## src/rtl/cond_pkg.sv

```systemverilog
// Shared definitions for the condition-check / flag-writeback stage.
//   cond_e   : ARM 4-bit condition field encodings (EQ..AL, NV = 4'hF)
//   FLAG_*   : bit positions inside the {N,Z,C,V} flag vector
//   FW_*     : bit positions inside the 2-bit flag write mask
package cond_pkg;

  typedef enum logic [3:0] {
    EQ = 4'h0,
    NE = 4'h1,
    CS = 4'h2,
    CC = 4'h3,
    MI = 4'h4,
    PL = 4'h5,
    VS = 4'h6,
    VC = 4'h7,
    HI = 4'h8,
    LS = 4'h9,
    GE = 4'hA,
    LT = 4'hB,
    GT = 4'hC,
    LE = 4'hD,
    AL = 4'hE,
    NV = 4'hF
  } cond_e;

  localparam int unsigned FLAG_N = 3;
  localparam int unsigned FLAG_Z = 2;
  localparam int unsigned FLAG_C = 1;
  localparam int unsigned FLAG_V = 0;

  localparam int unsigned FW_NZ = 1;
  localparam int unsigned FW_CV = 0;

endpackage

```

## src/rtl/cond_eval.sv

```systemverilog
// Combinational ARM condition evaluator.
// Ports:
//   cond   in  4  condition field
//   flags  in  4  {N,Z,C,V}
//   condex out 1  condition passes
//   undef  out 1  condition field was 4'hF (never executes)
module cond_eval
  import cond_pkg::*;
(
  input  logic [3:0] cond,
  input  logic [3:0] flags,
  output logic       condex,
  output logic       undef
);

  logic n, z, c, v;

  assign n = flags[FLAG_N];
  assign z = flags[FLAG_Z];
  assign c = flags[FLAG_C];
  assign v = flags[FLAG_V];

  always_comb begin
    condex = 1'b0;
    undef  = 1'b0;
    unique case (cond_e'(cond))
      EQ: condex = z;
      NE: condex = !z;
      CS: condex = c;
      CC: condex = !c;
      MI: condex = n;
      PL: condex = !n;
      VS: condex = v;
      VC: condex = !v;
      HI: condex = c && !z;
      LS: condex = !c || z;
      GE: condex = (n == v);
      LT: condex = (n != v);
      GT: condex = !z && (n == v);
      LE: condex = z || (n != v);
      AL: condex = 1'b1;
      NV: undef  = 1'b1;
      default: condex = 1'b0;
    endcase
  end

endmodule

```

## src/rtl/cond_unit.sv

```systemverilog
// Condition-check and NZCV flag-writeback stage behind the ALU.
// Holds the architectural flag register, evaluates the instruction's condition against it
// (pre-update value) and issues gated reg/mem/PC write enables through a one-entry
// valid/ready output register.
// Ports:
//   clk, rst_n                 clock, async active-low reset
//   in_valid/in_ready          upstream handshake
//   in_cond, in_flagw          condition field, flag write mask ([1]=N,Z [0]=C,V)
//   in_aluflags                {N,Z,C,V} from the ALU
//   in_regw/in_memw/in_pcs     write requests
//   out_valid/out_ready        downstream handshake
//   out_regw/out_memw/out_pcs  requests gated by condex
//   out_condex, out_undef      registered condition result / cond==4'hF
//   flags                      current NZCV register
// Optional build macro COND_STATS_EN adds saturating counters exec_cnt and squash_cnt.
module cond_unit
  import cond_pkg::*;
#(
  parameter logic [3:0]  FLAGS_RST = 4'b0000,
  parameter int unsigned CNT_W     = 16
) (
  input  logic             clk,
  input  logic             rst_n,
  input  logic             in_valid,
  output logic             in_ready,
  input  logic [3:0]       in_cond,
  input  logic [1:0]       in_flagw,
  input  logic [3:0]       in_aluflags,
  input  logic             in_regw,
  input  logic             in_memw,
  input  logic             in_pcs,
  output logic             out_valid,
  input  logic             out_ready,
  output logic             out_regw,
  output logic             out_memw,
  output logic             out_pcs,
  output logic             out_condex,
  output logic             out_undef,
  output logic [3:0]       flags
`ifdef COND_STATS_EN
  ,
  output logic [CNT_W-1:0] exec_cnt,
  output logic [CNT_W-1:0] squash_cnt
`endif
);

  logic [3:0] flags_q, flags_d;
  logic       out_valid_q, out_valid_d;
  logic       out_regw_q, out_memw_q, out_pcs_q, out_condex_q, out_undef_q;
  logic       accept;
  logic       condex, undef;

  // Condition always reads the committed flags, never the incoming ALU flags.
  cond_eval u_cond_eval (
    .cond   (in_cond),
    .flags  (flags_q),
    .condex (condex),
    .undef  (undef)
  );

  assign in_ready = !out_valid_q || out_ready;
  assign accept   = in_valid && in_ready;

  always_comb begin
    flags_d = flags_q;
    if (accept && condex) begin
      if (in_flagw[FW_NZ]) begin
        flags_d[FLAG_N] = in_aluflags[FLAG_N];
        flags_d[FLAG_Z] = in_aluflags[FLAG_Z];
      end
      if (in_flagw[FW_CV]) begin
        flags_d[FLAG_C] = in_aluflags[FLAG_C];
        flags_d[FLAG_V] = in_aluflags[FLAG_V];
      end
    end
  end

  always_comb begin
    out_valid_d = out_valid_q;
    if (accept) begin
      out_valid_d = 1'b1;
    end else if (out_valid_q && out_ready) begin
      out_valid_d = 1'b0;
    end
  end

  always_ff @(posedge clk or negedge rst_n) begin
    if (!rst_n) begin
      flags_q      <= FLAGS_RST;
      out_valid_q  <= 1'b0;
      out_regw_q   <= 1'b0;
      out_memw_q   <= 1'b0;
      out_pcs_q    <= 1'b0;
      out_condex_q <= 1'b0;
      out_undef_q  <= 1'b0;
    end else begin
      flags_q     <= flags_d;
      out_valid_q <= out_valid_d;
      // Fields only change on accept, so they hold steady under backpressure.
      if (accept) begin
        out_regw_q   <= in_regw && condex;
        out_memw_q   <= in_memw && condex;
        out_pcs_q    <= in_pcs && condex;
        out_condex_q <= condex;
        out_undef_q  <= undef;
      end
    end
  end

  assign flags      = flags_q;
  assign out_valid  = out_valid_q;
  assign out_regw   = out_regw_q;
  assign out_memw   = out_memw_q;
  assign out_pcs    = out_pcs_q;
  assign out_condex = out_condex_q;
  assign out_undef  = out_undef_q;

`ifdef COND_STATS_EN
  logic [CNT_W-1:0] exec_cnt_q, squash_cnt_q;

  always_ff @(posedge clk or negedge rst_n) begin
    if (!rst_n) begin
      exec_cnt_q   <= '0;
      squash_cnt_q <= '0;
    end else if (accept) begin
      if (condex) begin
        if (exec_cnt_q != {CNT_W{1'b1}}) exec_cnt_q <= exec_cnt_q + 1'b1;
      end else begin
        if (squash_cnt_q != {CNT_W{1'b1}}) squash_cnt_q <= squash_cnt_q + 1'b1;
      end
    end
  end

  assign exec_cnt   = exec_cnt_q;
  assign squash_cnt = squash_cnt_q;
`else
  // CNT_W only sizes the optional counters.
  logic unused_cnt_w;
  assign unused_cnt_w = ^CNT_W;
`endif

endmodule

```

## config.mk

```make
export PLATFORM = sky130hd
export DESIGN_NAME = cond_unit
export DESIGN_NICKNAME = d
export VERILOG_FILES = /design/src/rtl/cond_pkg.sv /design/src/rtl/cond_eval.sv /design/src/rtl/cond_unit.sv
export SDC_FILE = /design/constraint.sdc
export NUM_CORES = 1
export LEC_CHECK = 0
export CELL_PAD_IN_SITES_DETAIL_PLACEMENT = 0
export CELL_PAD_IN_SITES_GLOBAL_PLACEMENT = 1
export CORE_MARGIN = 5
export CORE_UTILIZATION = 33
export CTS_BUF_LIST = sky130_fd_sc_hd__clkbuf_8
export CTS_CLUSTER_DIAMETER = 150
export DETAILED_ROUTE_END_ITERATION = 7
export PLACE_DENSITY = 0.9
export SYNTH_ARGS = -nofsm -noshare
export SYNTH_HDL_FRONTEND = slang
export SYNTH_SLANG_ARGS = --single-unit
```

## constraint.sdc

```tcl
create_clock -name clk -period 4.1 [get_ports clk]
set_input_delay 0.82 -clock clk [delete_from_list [all_inputs] [get_ports clk]]
set_output_delay 0.82 -clock clk [all_outputs]
set_load 0.1 [all_outputs]
```

==> results of run 1 <==
-- layout by cell type (no fill, tap or decap) --
cell / synthesis / layout
sky130_fd_sc_hd__mux2_1: 4 / 4
sky130_fd_sc_hd__nand2_1: 10 / 10
sky130_fd_sc_hd__and3_1: 2 / 2
sky130_fd_sc_hd__a211oi_1: 1 / 1
sky130_fd_sc_hd__o32ai_1: 1 / 1
sky130_fd_sc_hd__clkdlybuf4s50_1: 0 / 26
sky130_fd_sc_hd__buf_4: 0 / 1
sky130_fd_sc_hd__or2b_1: 1 / 1
sky130_fd_sc_hd__a32oi_1: 1 / 1
sky130_fd_sc_hd__and2b_1: 2 / 2
sky130_fd_sc_hd__inv_1: 1 / 1
sky130_fd_sc_hd__mux2i_1: 1 / 1
sky130_fd_sc_hd__nand2b_1: 3 / 3
sky130_fd_sc_hd__a31oi_1: 2 / 2
sky130_fd_sc_hd__xor2_1: 1 / 1
sky130_fd_sc_hd__o21ai_0: 7 / 7
sky130_fd_sc_hd__nor3b_1: 1 / 1
sky130_fd_sc_hd__nand3_1: 4 / 4
sky130_fd_sc_hd__a311o_1: 1 / 1
sky130_fd_sc_hd__nor3_1: 2 / 2
sky130_fd_sc_hd__o311ai_2: 1 / 1
sky130_fd_sc_hd__dfrtp_1: 10 / 10
sky130_fd_sc_hd__xnor2_1: 2 / 2
sky130_fd_sc_hd__and4bb_1: 1 / 1
sky130_fd_sc_hd__nor4bb_1: 1 / 1
sky130_fd_sc_hd__a21oi_1: 1 / 1
sky130_fd_sc_hd__nor2_1: 3 / 3
sky130_fd_sc_hd__clkbuf_8: 0 / 4
sky130_fd_sc_hd__and2_1: 2 / 2
-- final cells by class --
| cell class | instances | area share (%) |
|---|---|---|
| clock buffer | 4 | 5.68 |
| timing repair buffer | 27 | 27.6 |
| multi-input combinational | 55 | 37.2 |
| sequential | 10 | 25.8 |
| tap | 25 | 3.23 |
| inverter | 1 | 0.388 |
-- flip-flops by register name (all words and copies together) (netlist names) --
register	flops
flags	4
out_condex	1
out_memw	1
out_pcs	1
out_regw	1
out_undef	1
out_valid	1
-- worst reg2reg max path, delay by kind of cell, from the launching register on --
| kind | cells | cell delay, ns |
|---|---|---|
| flops | 1 | 0.47 |
| compound gates | 2 | 0.57 |
| mux | 1 | 0.37 |
| simple gates | 2 | 0.44 |
-- power by group --
| part | internal [W] | switching [W] |
|---|---|---|
| combinational | 0.000120 | 0.000311 |
| clock | 0.0000843 | 0.0000374 |
| sequential | 0.000131 | 0.0000428 |
| total | 0.000335 | 0.000392 |
-- stage by stage --
| stage | total power [W] | utilization (%) | cells | hold slack (ns) |
|---|---|---|---|---|
| floorplan | 0.000496 | - | 68 | 0.524 |
| global placement | 0.000605 | 51.8 | 118 | 0.461 |
| detailed placement | 0.000609 | 51.8 | 118 | 0.469 |
| CTS | 0.000733 | 54.9 | 122 | 0.479 |
| global route | 0.000761 | 54.9 | 122 | 0.520 |
| finish | 0.000727 | 54.9 | 122 | 0.470 |
-- cell families (layout without fill, tap and decap cells) --
group                  Yosys count  in the layout  synth area share [%]
AO/OA/AOI/OAI                   15             15                  16.5
XOR/XNOR                         3              3                  4.17
buffers and inverters            3             32                  3.17
flip-flops                      10             10                  39.7
multiplexers                     5              5                  8.73
AND/OR/NAND/NOR                 32             32                  27.8
-- how the worst max path moves through the flow --
| stage | end | slack [ns] | cells past startpoint |
|---|---|---|---|
| 2_1_floorplan | flags[3] | 1.30 | 5 |
| 3_3_place_gp | flags[1] | 1.13 | 6 |
| 3_5_place_dp | flags[1] | 1.03 | 6 |
| 4_1_cts | flags[3] | 1.27 | 6 |
| 5_1_grt | flags[3] | 1.12 | 6 |
| 6_report | flags[3] | 1.25 | 6 |
-- per-layer routing --
layer  global-route usage (%)  vias up  share of wire [%]
li1                         -      303                  -
met1                     13.2      278                 39
met2                     23.4       16                 54
met3                     3.60        2                5.8
met4                     2.55        0                1.1
met5                        0        -                  0
==> reports/metrics.yaml, run 1 <==
synthesis:
  netlist_area_um2: 631
  yosysTopAreaCellShare_pct: 39.7
  synth-main-ff-cell: "sky130_fd_sc_hd__dfrtp_1"
  postSynth.asyncResetShare_pct: 100
  top_cells_by_area_in_the_synthesized_netlist: "sky130_fd_sc_hd__dfrtp_1 (40%), sky130_fd_sc_hd__mux2_1 (7.1%), sky130_fd_sc_hd__nand2_1 (6.0%), sky130_fd_sc_hd__o21ai_0 (5.6%), sky130_fd_sc_hd__nand3_1 (3.2%)"
  yosysWarningCount: 0
  synthTopCellsByCount: "sky130_fd_sc_hd__dfrtp_1 (10), sky130_fd_sc_hd__nand2_1 (10), sky130_fd_sc_hd__o21ai_0 (7), sky130_fd_sc_hd__mux2_1 (4), sky130_fd_sc_hd__nand3_1 (4)"
  number_of_flops_mapped_to_enable_cells_by_yosys: 0
  ys_seq_area_share_pct: 39.7
  yosysUniqueCellTypes: 28
  post_synthesis_instance_total: 68
  syn-num-nets: 85
  synth_area_leader_cell: "sky130_fd_sc_hd__dfrtp_1"
  ys_ff_latch: 10
  syn_avg_cell_area_um2: 9.27
power_and_ir_drop:
  cellLeakagePower_nw: 0.390
  powerDensity_mw_per_mm2: 750
  vdd.ir_drop.worst_v: 0.000473
global_routing:
  grt_start_max_net_pins: 15
  grt_overflow_total: 0
  antenna_found_initial: 0
  global_route_wire_length_before_repair_mm: 2.58
  number_of_global_route_vias_before_repair: 587
  grt_usage_pct: 12.3
clock_network:
  postCtsResizedCells: 0
  cts_made_buffers: 3
  cts_tree: "yes"
  post-cts-setup-buffers: 0
  clkLatencyLatePin_ns: 0.23
  ctsRootBufferMaster: "sky130_fd_sc_hd__clkbuf_8"
  htreeDepth: 1
  clk_pin_slew_worst_paths_ns: 0.05
  clock-sinks: 10
  cts_max_path_buffers: 2
  number_of_hold_repair_buffers_added_at_the_cts_stage: 0
layout:
  drive_gt1_share_pct: 6.19
  layout.area.seq_um2: 250
  antenna_cells_inserted: 0
  layout.filler_cells: 175
  final_nets: 115
  multi_input_area_um2: 360
  postLayoutCellArea_um2: 968
  areaGrowthSynthToFinish_pct: 53.6
worst_setup_path:
  critical_path.endpoint_type: "flip-flop"
  path_buf_inv: 1
  r2r_setup_slack_ns: 2.13
  timing.setup.critical_path_class: "primary input to flip-flop"
  critical_path.reg2reg.endpoint: "flags[3]"
  crit_slowest_cell: "sky130_fd_sc_hd__clkdlybuf4s50_1"
  crit_required_ns: 4.21
  reg2regPathDepth: 5
  critical-path-top-delay-family: "buffers and inverters"
  arrival_worst_endpoint_ns: 2.96
  critical-path-max-stage-delay_ns: 0.73
  path_cells: "clkdlybuf4s50_1 -> nor4bb_1 -> nor3_1 -> a311o_1 -> a31oi_1 -> mux2_1"
  timing.critical_path.from: "in_cond[0]"
  worst-path-max-fanout: 14
  critical_path.reg2reg.startpoint: "flags[3]"
  crit_path_start_kind: "primary input"
run:
  max-cap-violations: 0
place:
  placement.setup.worst_slack_ns: 1.03
  placed_wire_length_estimate_mm: 1.32
  placedInstanceArea_um2: 913
  io_buffers: 27
  globalplace.congestion: 0.790
floorplan:
  starting_density_of_the_core_pct: 35.7
  chip_width_um: 53.7
  core_ar_mm2: 0.00176
  chipHeight_um: 53.7
  floorplan.rows: 15
  dieArea_mm2: 0.00289
  ios: 28
timing:
  finalCriticalPeriod_ns: 2.85
  layout_setup_ws_ns: 1.25
  slew_violations: 0
  slew-limit-headroom_pct: 33.9
  timing.clock.skew_ns: 0.00180
  finalCritPeriodShare_pct: 69.5
  achievable-frequency_mhz: 351
  timing.final.hold_violations: 0
  worst-slew-pin-transition_ns: 0.989
  rsz0062_at_grt: "false"
  setup-tns-final_ns: 0
  finalSetupViolations: 0
drt:
  wire_per_inst_um: 13.4
  avgViaCountPerCell: 4.91
  drt-pass1-iter-count: 4
  drcViolationCount: 0
  vias: 599
  ant_nets: 0
  detail_route.wirelength_mm: 1.63
  drt-initial-drc-count: 4
worst_hold_path:
  hold_path_class: "flip-flop to flip-flop"
  hold_path_depth: 2
  timing.hold.worst.start: "out_memw"
  min_to: "out_memw"
outcome:
  run_status: "completed"
(Power assumes the default switching activity.)
==> run 2: changes to the inputs <==
--- a/config.mk
+++ b/config.mk
@@ -8,11 +8,11 @@
 export CELL_PAD_IN_SITES_DETAIL_PLACEMENT = 0
 export CELL_PAD_IN_SITES_GLOBAL_PLACEMENT = 1
 export CORE_MARGIN = 5
-export CORE_UTILIZATION = 33
+export CORE_UTILIZATION = 30
 export CTS_BUF_LIST = sky130_fd_sc_hd__clkbuf_8
 export CTS_CLUSTER_DIAMETER = 150
 export DETAILED_ROUTE_END_ITERATION = 7
-export PLACE_DENSITY = 0.9
+export PLACE_DENSITY = 0.83
 export SYNTH_ARGS = -nofsm -noshare
 export SYNTH_HDL_FRONTEND = slang
 export SYNTH_SLANG_ARGS = --single-unit
==> constraint.sdc (replaced) <==
create_clock -name clk -period 2.7 [get_ports clk]
set_input_delay 0.54 -clock clk [delete_from_list [all_inputs] [get_ports clk]]
set_output_delay 0.54 -clock clk [all_outputs]
set_load 0.1 [all_outputs]
==> run 2 against run 1 <==
Net effect:
- die area grew 8.1%
- worst setup slack worse by 0.97 ns
- non-clock buffer count increased by 3
- largest cell class unchanged
- highest routed layer is now met3
==> reports/metrics.yaml, run 2 (synthesized netlist as in run 1, its figures left out) <==
clock_network:
  htreeDepth: 1  # unchanged
  clock-sinks: 10  # unchanged
  clkLatencyLatePin_ns: 0.23  # about the same
  cts_tree: "yes"  # unchanged
  number_of_hold_repair_buffers_added_at_the_cts_stage: 0  # unchanged
  postCtsResizedCells: 0  # unchanged
  cts_made_buffers: 3  # unchanged
  post-cts-setup-buffers: 0  # unchanged
  ctsRootBufferMaster: "sky130_fd_sc_hd__clkbuf_8"  # unchanged
  clk_pin_slew_worst_paths_ns: 0.04  # was 0.05 ns
  cts_max_path_buffers: 2  # unchanged
timing:
  slew_violations: 0  # unchanged
  worst-slew-pin-transition_ns: 0.430  # was 0.989 ns
  finalCriticalPeriod_ns: 2.42
  setup-tns-final_ns: 0  # unchanged
  timing.clock.skew_ns: 0.00227  # was 0.00180 ns
  timing.final.hold_violations: 0  # unchanged
  finalCritPeriodShare_pct: 89.5
  achievable-frequency_mhz: 414
  final.hold.worst_slack_ns: 0.474  # was 0.470 ns
  finalSetupViolations: 0  # unchanged
  rsz0062_at_grt: "false"  # unchanged
  slew-limit-headroom_pct: 71.3  # was 33.9%
worst_hold_path:
  hold_path_class: "flip-flop to flip-flop"  # unchanged
worst_setup_path:
  crit_path_start_kind: "primary input"  # unchanged
  critical_path.endpoint_type: "flip-flop"  # unchanged
  arrival_worst_endpoint_ns: 2.52  # was 2.96 ns
  timing.setup.critical_path_class: "primary input to flip-flop"  # unchanged
  crit_required_ns: 2.81  # was 4.21 ns
  worst-path-max-fanout: 11  # was 14
floorplan:
  floorplan.rows: 16  # was 15
  dieArea_mm2: 0.00312  # was 0.00289 mm^2
  ios: 28  # unchanged
  chipHeight_um: 55.8  # was 53.7 um
  core_ar_mm2: 0.00198  # was 0.00176 mm^2
  starting_density_of_the_core_pct: 31.8  # was 35.7%
  chip_width_um: 55.8  # was 53.7 um
drt:
  detail_route.wirelength_mm: 1.63  # about the same
  ant_nets: 0  # unchanged
  avgViaCountPerCell: 4.87  # was 4.91
  drt-initial-drc-count: 4  # unchanged
  drcViolationCount: 0  # unchanged
  drt-pass1-iter-count: 4  # unchanged
  wire_per_inst_um: 12.9  # was 13.4 um
  vias: 613  # was 599
power_and_ir_drop:
  cellLeakagePower_nw: 0.416  # was 0.390 nW
  powerDensity_mw_per_mm2: 1090  # was 750 mW/mm^2
  cell_internal_pwr_w: 0.000465  # was 0.000335 W
  seq_power_share_pct: 25.3  # was 23.9%
  power.share.switching_pct: 56.1  # was 53.9%
  clock_power_share_pct: 13.9  # was 16.8%
  power.share.combinational_pct: 60.8  # was 59.4%
  vdd.ir_drop.worst_v: 0.000913  # was 0.000473 V
  switchingPower_w: 0.000595  # was 0.000392 W
place:
  globalplace.congestion: 0.677  # was 0.790
  io_buffers: 27  # unchanged
  placed_wire_length_estimate_mm: 1.29  # was 1.32 mm
global_routing:
  grt_usage_pct: 10.6  # was 12.3%
  grt_start_max_net_pins: 12  # was 15
  antenna_found_initial: 0  # unchanged
  global_route_wire_length_before_repair_mm: 2.70  # was 2.58 mm
  grt_overflow_total: 0  # unchanged
  number_of_global_route_vias_before_repair: 603  # was 587
layout:
  final_nets: 118  # was 115
  layout.filler_cells: 193  # was 175
  drive_gt1_share_pct: 19.2  # was 6.19%
  antenna_cells_inserted: 0  # unchanged
  areaGrowthSynthToFinish_pct: 53.8  # was 53.6%
  commonest_cells_after_routing_fill_and_taps_aside: "sky130_fd_sc_hd__clkdlybuf4s50_1 (16), sky130_fd_sc_hd__buf_4 (13), sky130_fd_sc_hd__nand2_1 (10), sky130_fd_sc_hd__dfrtp_1 (10), sky130_fd_sc_hd__o21ai_0 (7)"  # was sky130_fd_sc_hd__clkdlybuf4s50_1 (26), sky130_fd_sc_hd__nand2_1 (10), sky130_fd_sc_hd__dfrtp_1 (10), sky130_fd_sc_hd__o21ai_0 (7)
  mostFrequentLayoutCell: "sky130_fd_sc_hd__clkdlybuf4s50_1"  # unchanged
  largest_register_ffs: 4  # unchanged
run:
  max-cap-violations: 0  # unchanged
outcome:
  run_status: "completed"  # unchanged
-- run 2: path summary, 6_finish.rpt --
path | slack, ns | endpoint | startpoint | depth (start not counted)
hold / removal | 0.47 | out_regw | out_regw | 2
setup / recovery | 0.28 | flags[2] | in_cond[0] | 6
min in group asynchronous | 0.62 | out_pcs | rst_n | 1
hold reg to reg | 0.47 | out_regw | out_regw | 2
setup reg to reg | 0.79 | flags[2] | flags[3] | 5
max in group asynchronous | 1.78 | out_valid | rst_n | 1
-- run 2: power by group through the flow --
stage	clock (W)	sequential, W	combinational, W
global placement	0	0.000267	0.000641
global route	0.000160	0.000277	0.000671
detailed placement	0	0.000270	0.000646
finish	0.000148	0.000268	0.000644
CTS	0.000155	0.000269	0.000647
floorplan	0	0.000607	0.000147
-- run 2: layer usage --
metal,track usage [%],vias up,part of all wire (%)
met3,3.71,0,5.7
met4,3.05,0,0
met5,0,-,0
met1,13.2,280,47
met2,17.4,20,47
li1,-,313,-
-- run 2: final cells by class --
cell class	count	area [um^2]	share of cell area, %
Multi-Input combinational cell	55	363	37.4
Timing Repair Buffer	30	278	28.6
Sequential cell	10	250	25.8
Clock buffer	3	41.3	4.26
Tap cell	27	33.8	3.48
Inverter	1	3.75	0.387
-- run 2: through the flow --
step	instance area [um^2]	instances	worst slack, ns	utilization (%)	power (W)
detailed placement	928	123	0.0644	46.8	0.000916
global route	970	126	0.158	48.9	0.00111
global placement	928	123	0.132	46.8	0.000908
CTS	970	126	0.302	48.9	0.00107
finish	970	126	0.283	48.9	0.00106
floorplan	633	68	0.256	-	0.000753
-- run 2: critical path, stage by stage --
cell	delay (ns)
sky130_fd_sc_hd__clkdlybuf4s50_1	0.64
sky130_fd_sc_hd__nor4bb_1	0.32
sky130_fd_sc_hd__nor3_1	0.09
sky130_fd_sc_hd__a311o_1	0.35
sky130_fd_sc_hd__a31oi_1	0.22
sky130_fd_sc_hd__mux2_1	0.35
==> run 3: changes to the inputs <==
--- a/config.mk
+++ b/config.mk
@@ -8,11 +8,12 @@
 export CELL_PAD_IN_SITES_DETAIL_PLACEMENT = 0
 export CELL_PAD_IN_SITES_GLOBAL_PLACEMENT = 1
 export CORE_MARGIN = 5
-export CORE_UTILIZATION = 30
-export CTS_BUF_LIST = sky130_fd_sc_hd__clkbuf_8
+export CORE_UTILIZATION = 29
 export CTS_CLUSTER_DIAMETER = 150
 export DETAILED_ROUTE_END_ITERATION = 7
-export PLACE_DENSITY = 0.83
+export MAX_ROUTING_LAYER = met4
+export PLACE_DENSITY = 0.81
 export SYNTH_ARGS = -nofsm -noshare
 export SYNTH_HDL_FRONTEND = slang
 export SYNTH_SLANG_ARGS = --single-unit
+export TNS_END_PERCENT = 10
==> run 3 against run 2 <==
Net effect:
- first-iteration DRC count grew 50%
- core utilization shrank 1.6 points
- critical path depth did not move
- worst setup slack gained 0.018 ns
- final area is 1.3% lower
- count of clock-buffer cells in the layout grew 1
- critical endpoint is now flags[1]
- largest power group unchanged
==> reports/metrics.yaml, run 3 (synthesized netlist as in run 1, its figures left out) <==
timing:
  setup-tns-final_ns: 0  # unchanged
  timing.final.hold_violations: 0  # unchanged
  finalCriticalPeriod_ns: 2.40  # was 2.42 ns
  timing.clock.skew_ns: 0.00196  # was 0.00227 ns
  finalCritPeriodShare_pct: 88.9  # was 89.5%
  worst-slew-pin-transition_ns: 0.464  # was 0.430 ns
  slew-limit-headroom_pct: 69.0  # was 71.3%
  rsz0062_at_grt: "false"  # unchanged
  finalSetupViolations: 0  # unchanged
  slew_violations: 0  # unchanged
  achievable-frequency_mhz: 417  # was 414 MHz
clock_network:
  htreeDepth: 1  # unchanged
  clk_pin_slew_worst_paths_ns: 0.06  # was 0.04 ns
  number_of_hold_repair_buffers_added_at_the_cts_stage: 0  # unchanged
  clkLatencyLatePin_ns: 0.26  # was 0.23 ns
  post-cts-setup-buffers: 0  # unchanged
  ctsRootBufferMaster: "sky130_fd_sc_hd__clkbuf_4"  # was sky130_fd_sc_hd__clkbuf_8
  cts_made_buffers: 3  # unchanged
  cts_tree: "yes"  # unchanged
  clock-sinks: 10  # unchanged
  cts_max_path_buffers: 2  # unchanged
  postCtsResizedCells: 0  # unchanged
layout:
  layout.filler_cells: 191  # was 193
  areaGrowthSynthToFinish_pct: 51.8  # was 53.8%
  antenna_cells_inserted: 0  # unchanged
  mostFrequentLayoutCell: "sky130_fd_sc_hd__clkdlybuf4s50_1"  # unchanged
  drive_gt1_share_pct: 19.2  # unchanged
  final_nets: 117  # was 118
  largest_register_ffs: 4  # unchanged
  stdcell_count: 126  # unchanged
  commonest_cells_after_routing_fill_and_taps_aside: "sky130_fd_sc_hd__clkdlybuf4s50_1 (16), sky130_fd_sc_hd__buf_4 (12), sky130_fd_sc_hd__nand2_1 (10), sky130_fd_sc_hd__dfrtp_1 (10), sky130_fd_sc_hd__o21ai_0 (7)"  # was sky130_fd_sc_hd__clkdlybuf4s50_1 (16), sky130_fd_sc_hd__buf_4 (13), sky130_fd_sc_hd__nand2_1 (10), sky130_fd_sc_hd__dfrtp_1 (10), sky130_fd_sc_hd__o21ai_0 (7)
run:
  max-cap-violations: 0  # unchanged
power_and_ir_drop:
  seq_power_share_pct: 25.4  # was 25.3%
  clock_power_share_pct: 12.7  # was 13.9%
  switchingPower_w: 0.000593  # was 0.000595 W
  powerDensity_mw_per_mm2: 1090  # about the same
  vdd.ir_drop.worst_v: 0.000556  # was 0.000913 V
  cellLeakagePower_nw: 0.410  # was 0.416 nW
  cell_internal_pwr_w: 0.000449  # was 0.000465 W
  power.share.combinational_pct: 61.9  # was 60.8%
  power.share.switching_pct: 56.9  # was 56.1%
drt:
  avgViaCountPerCell: 4.81  # was 4.87
  ant_nets: 0  # unchanged
  drt-initial-drc-count: 6  # was 4
  detail_route.wirelength_mm: 1.66  # was 1.63 mm
  vias: 606  # was 613
  wire_per_inst_um: 13.2  # was 12.9 um
  drt-pass1-iter-count: 4  # unchanged
  drcViolationCount: 0  # unchanged
worst_setup_path:
  critical_path.endpoint_type: "flip-flop"  # unchanged
  worst-path-max-fanout: 9  # was 11
  arrival_worst_endpoint_ns: 2.55  # was 2.52 ns
  crit_required_ns: 2.85  # was 2.81 ns
  crit_path_start_kind: "primary input"  # unchanged
  timing.setup.critical_path_class: "primary input to flip-flop"  # unchanged
floorplan:
  core_ar_mm2: 0.00202  # was 0.00198 mm^2
  chip_width_um: 56.6  # was 55.8 um
  chipHeight_um: 56.6  # was 55.8 um
  ios: 28  # unchanged
  dieArea_mm2: 0.00321  # was 0.00312 mm^2
  starting_density_of_the_core_pct: 31.2  # was 31.8%
  floorplan.rows: 16  # unchanged
place:
  io_buffers: 27  # unchanged
  placed_wire_length_estimate_mm: 1.36  # was 1.29 mm
  globalplace.congestion: 0.813  # was 0.677
  placedCellCount: 122  # was 123
global_routing:
  grt_overflow_total: 0  # unchanged
  global_route_wire_length_before_repair_mm: 2.87  # was 2.70 mm
  grt_start_max_net_pins: 11  # was 12
  antenna_found_initial: 0  # unchanged
  number_of_global_route_vias_before_repair: 634  # was 603
  grt_usage_pct: 11.7  # was 10.6%
worst_hold_path:
  hold_path_class: "flip-flop to flip-flop"  # unchanged
outcome:
  run_status: "completed"  # unchanged
-- run 3: power by group through the flow --
stage                     Clock, W  Combinational, W  Sequential, W
final                     0.000132          0.000645       0.000264
after global routing      0.000148          0.000674       0.000275
after CTS                 0.000137          0.000648       0.000265
after detailed placement         0          0.000648       0.000268
after global placement           0          0.000642       0.000266
after floorplan                  0          0.000147       0.000607
-- run 3: final timing paths --
kind / startpoint / endpoint / slack [ns] / depth (start not counted)
min reg2reg: out_undef / out_undef / 0.48 / 2
max: in_cond[0] / flags[1] / 0.30 / 6
min in group asynchronous: rst_n / out_pcs / 0.59 / 1
min: out_undef / out_undef / 0.48 / 2
max reg2reg: flags[3] / flags[1] / 0.72 / 5
max in group asynchronous: rst_n / out_regw / 1.79 / 1
-- run 3: worst max-delay path, stage by stage --
cell	delay [ns]
sky130_fd_sc_hd__clkdlybuf4s50_1	0.60
sky130_fd_sc_hd__nor4bb_1	0.31
sky130_fd_sc_hd__nor3_1	0.10
sky130_fd_sc_hd__a311o_1	0.36
sky130_fd_sc_hd__a31oi_1	0.28
sky130_fd_sc_hd__mux2_1	0.35
-- run 3: layer usage --
layer  vias to the layer above  GRT usage [%]  wire, um
li1                        310              -         -
met1                       276           12.8       713
met2                        16           19.1       830
met3                         4           4.82        82
met4                         0           3.73        31
met5                         -              -         0
-- run 3: per-stage QoR --
stage          utilization (%)  instance area [um^2]  hold slack [ns]  power, W  setup WS, ns
2_1_floorplan                -                   633            0.244  0.000753         0.256
3_3_place_gp              45.5                   921            0.462  0.000908        0.0584
3_5_place_dp              45.5                   921            0.476  0.000915        0.0354
4_1_cts                   47.3                   957            0.490   0.00105         0.324
5_1_grt                   47.3                   957            0.530   0.00110         0.174
6_report                  47.3                   957            0.485   0.00104         0.300
-- run 3: final cells by class --
class                      count  area, um^2  share of cell area [%]
timing repair buffer          29         270                    28.2
sequential                    10         250                    26.1
tap                           27        33.8                    3.53
multi-input combinational     55         363                    37.9
inverter                       1        3.75                   0.392
clock buffer                   4        36.3                    3.79
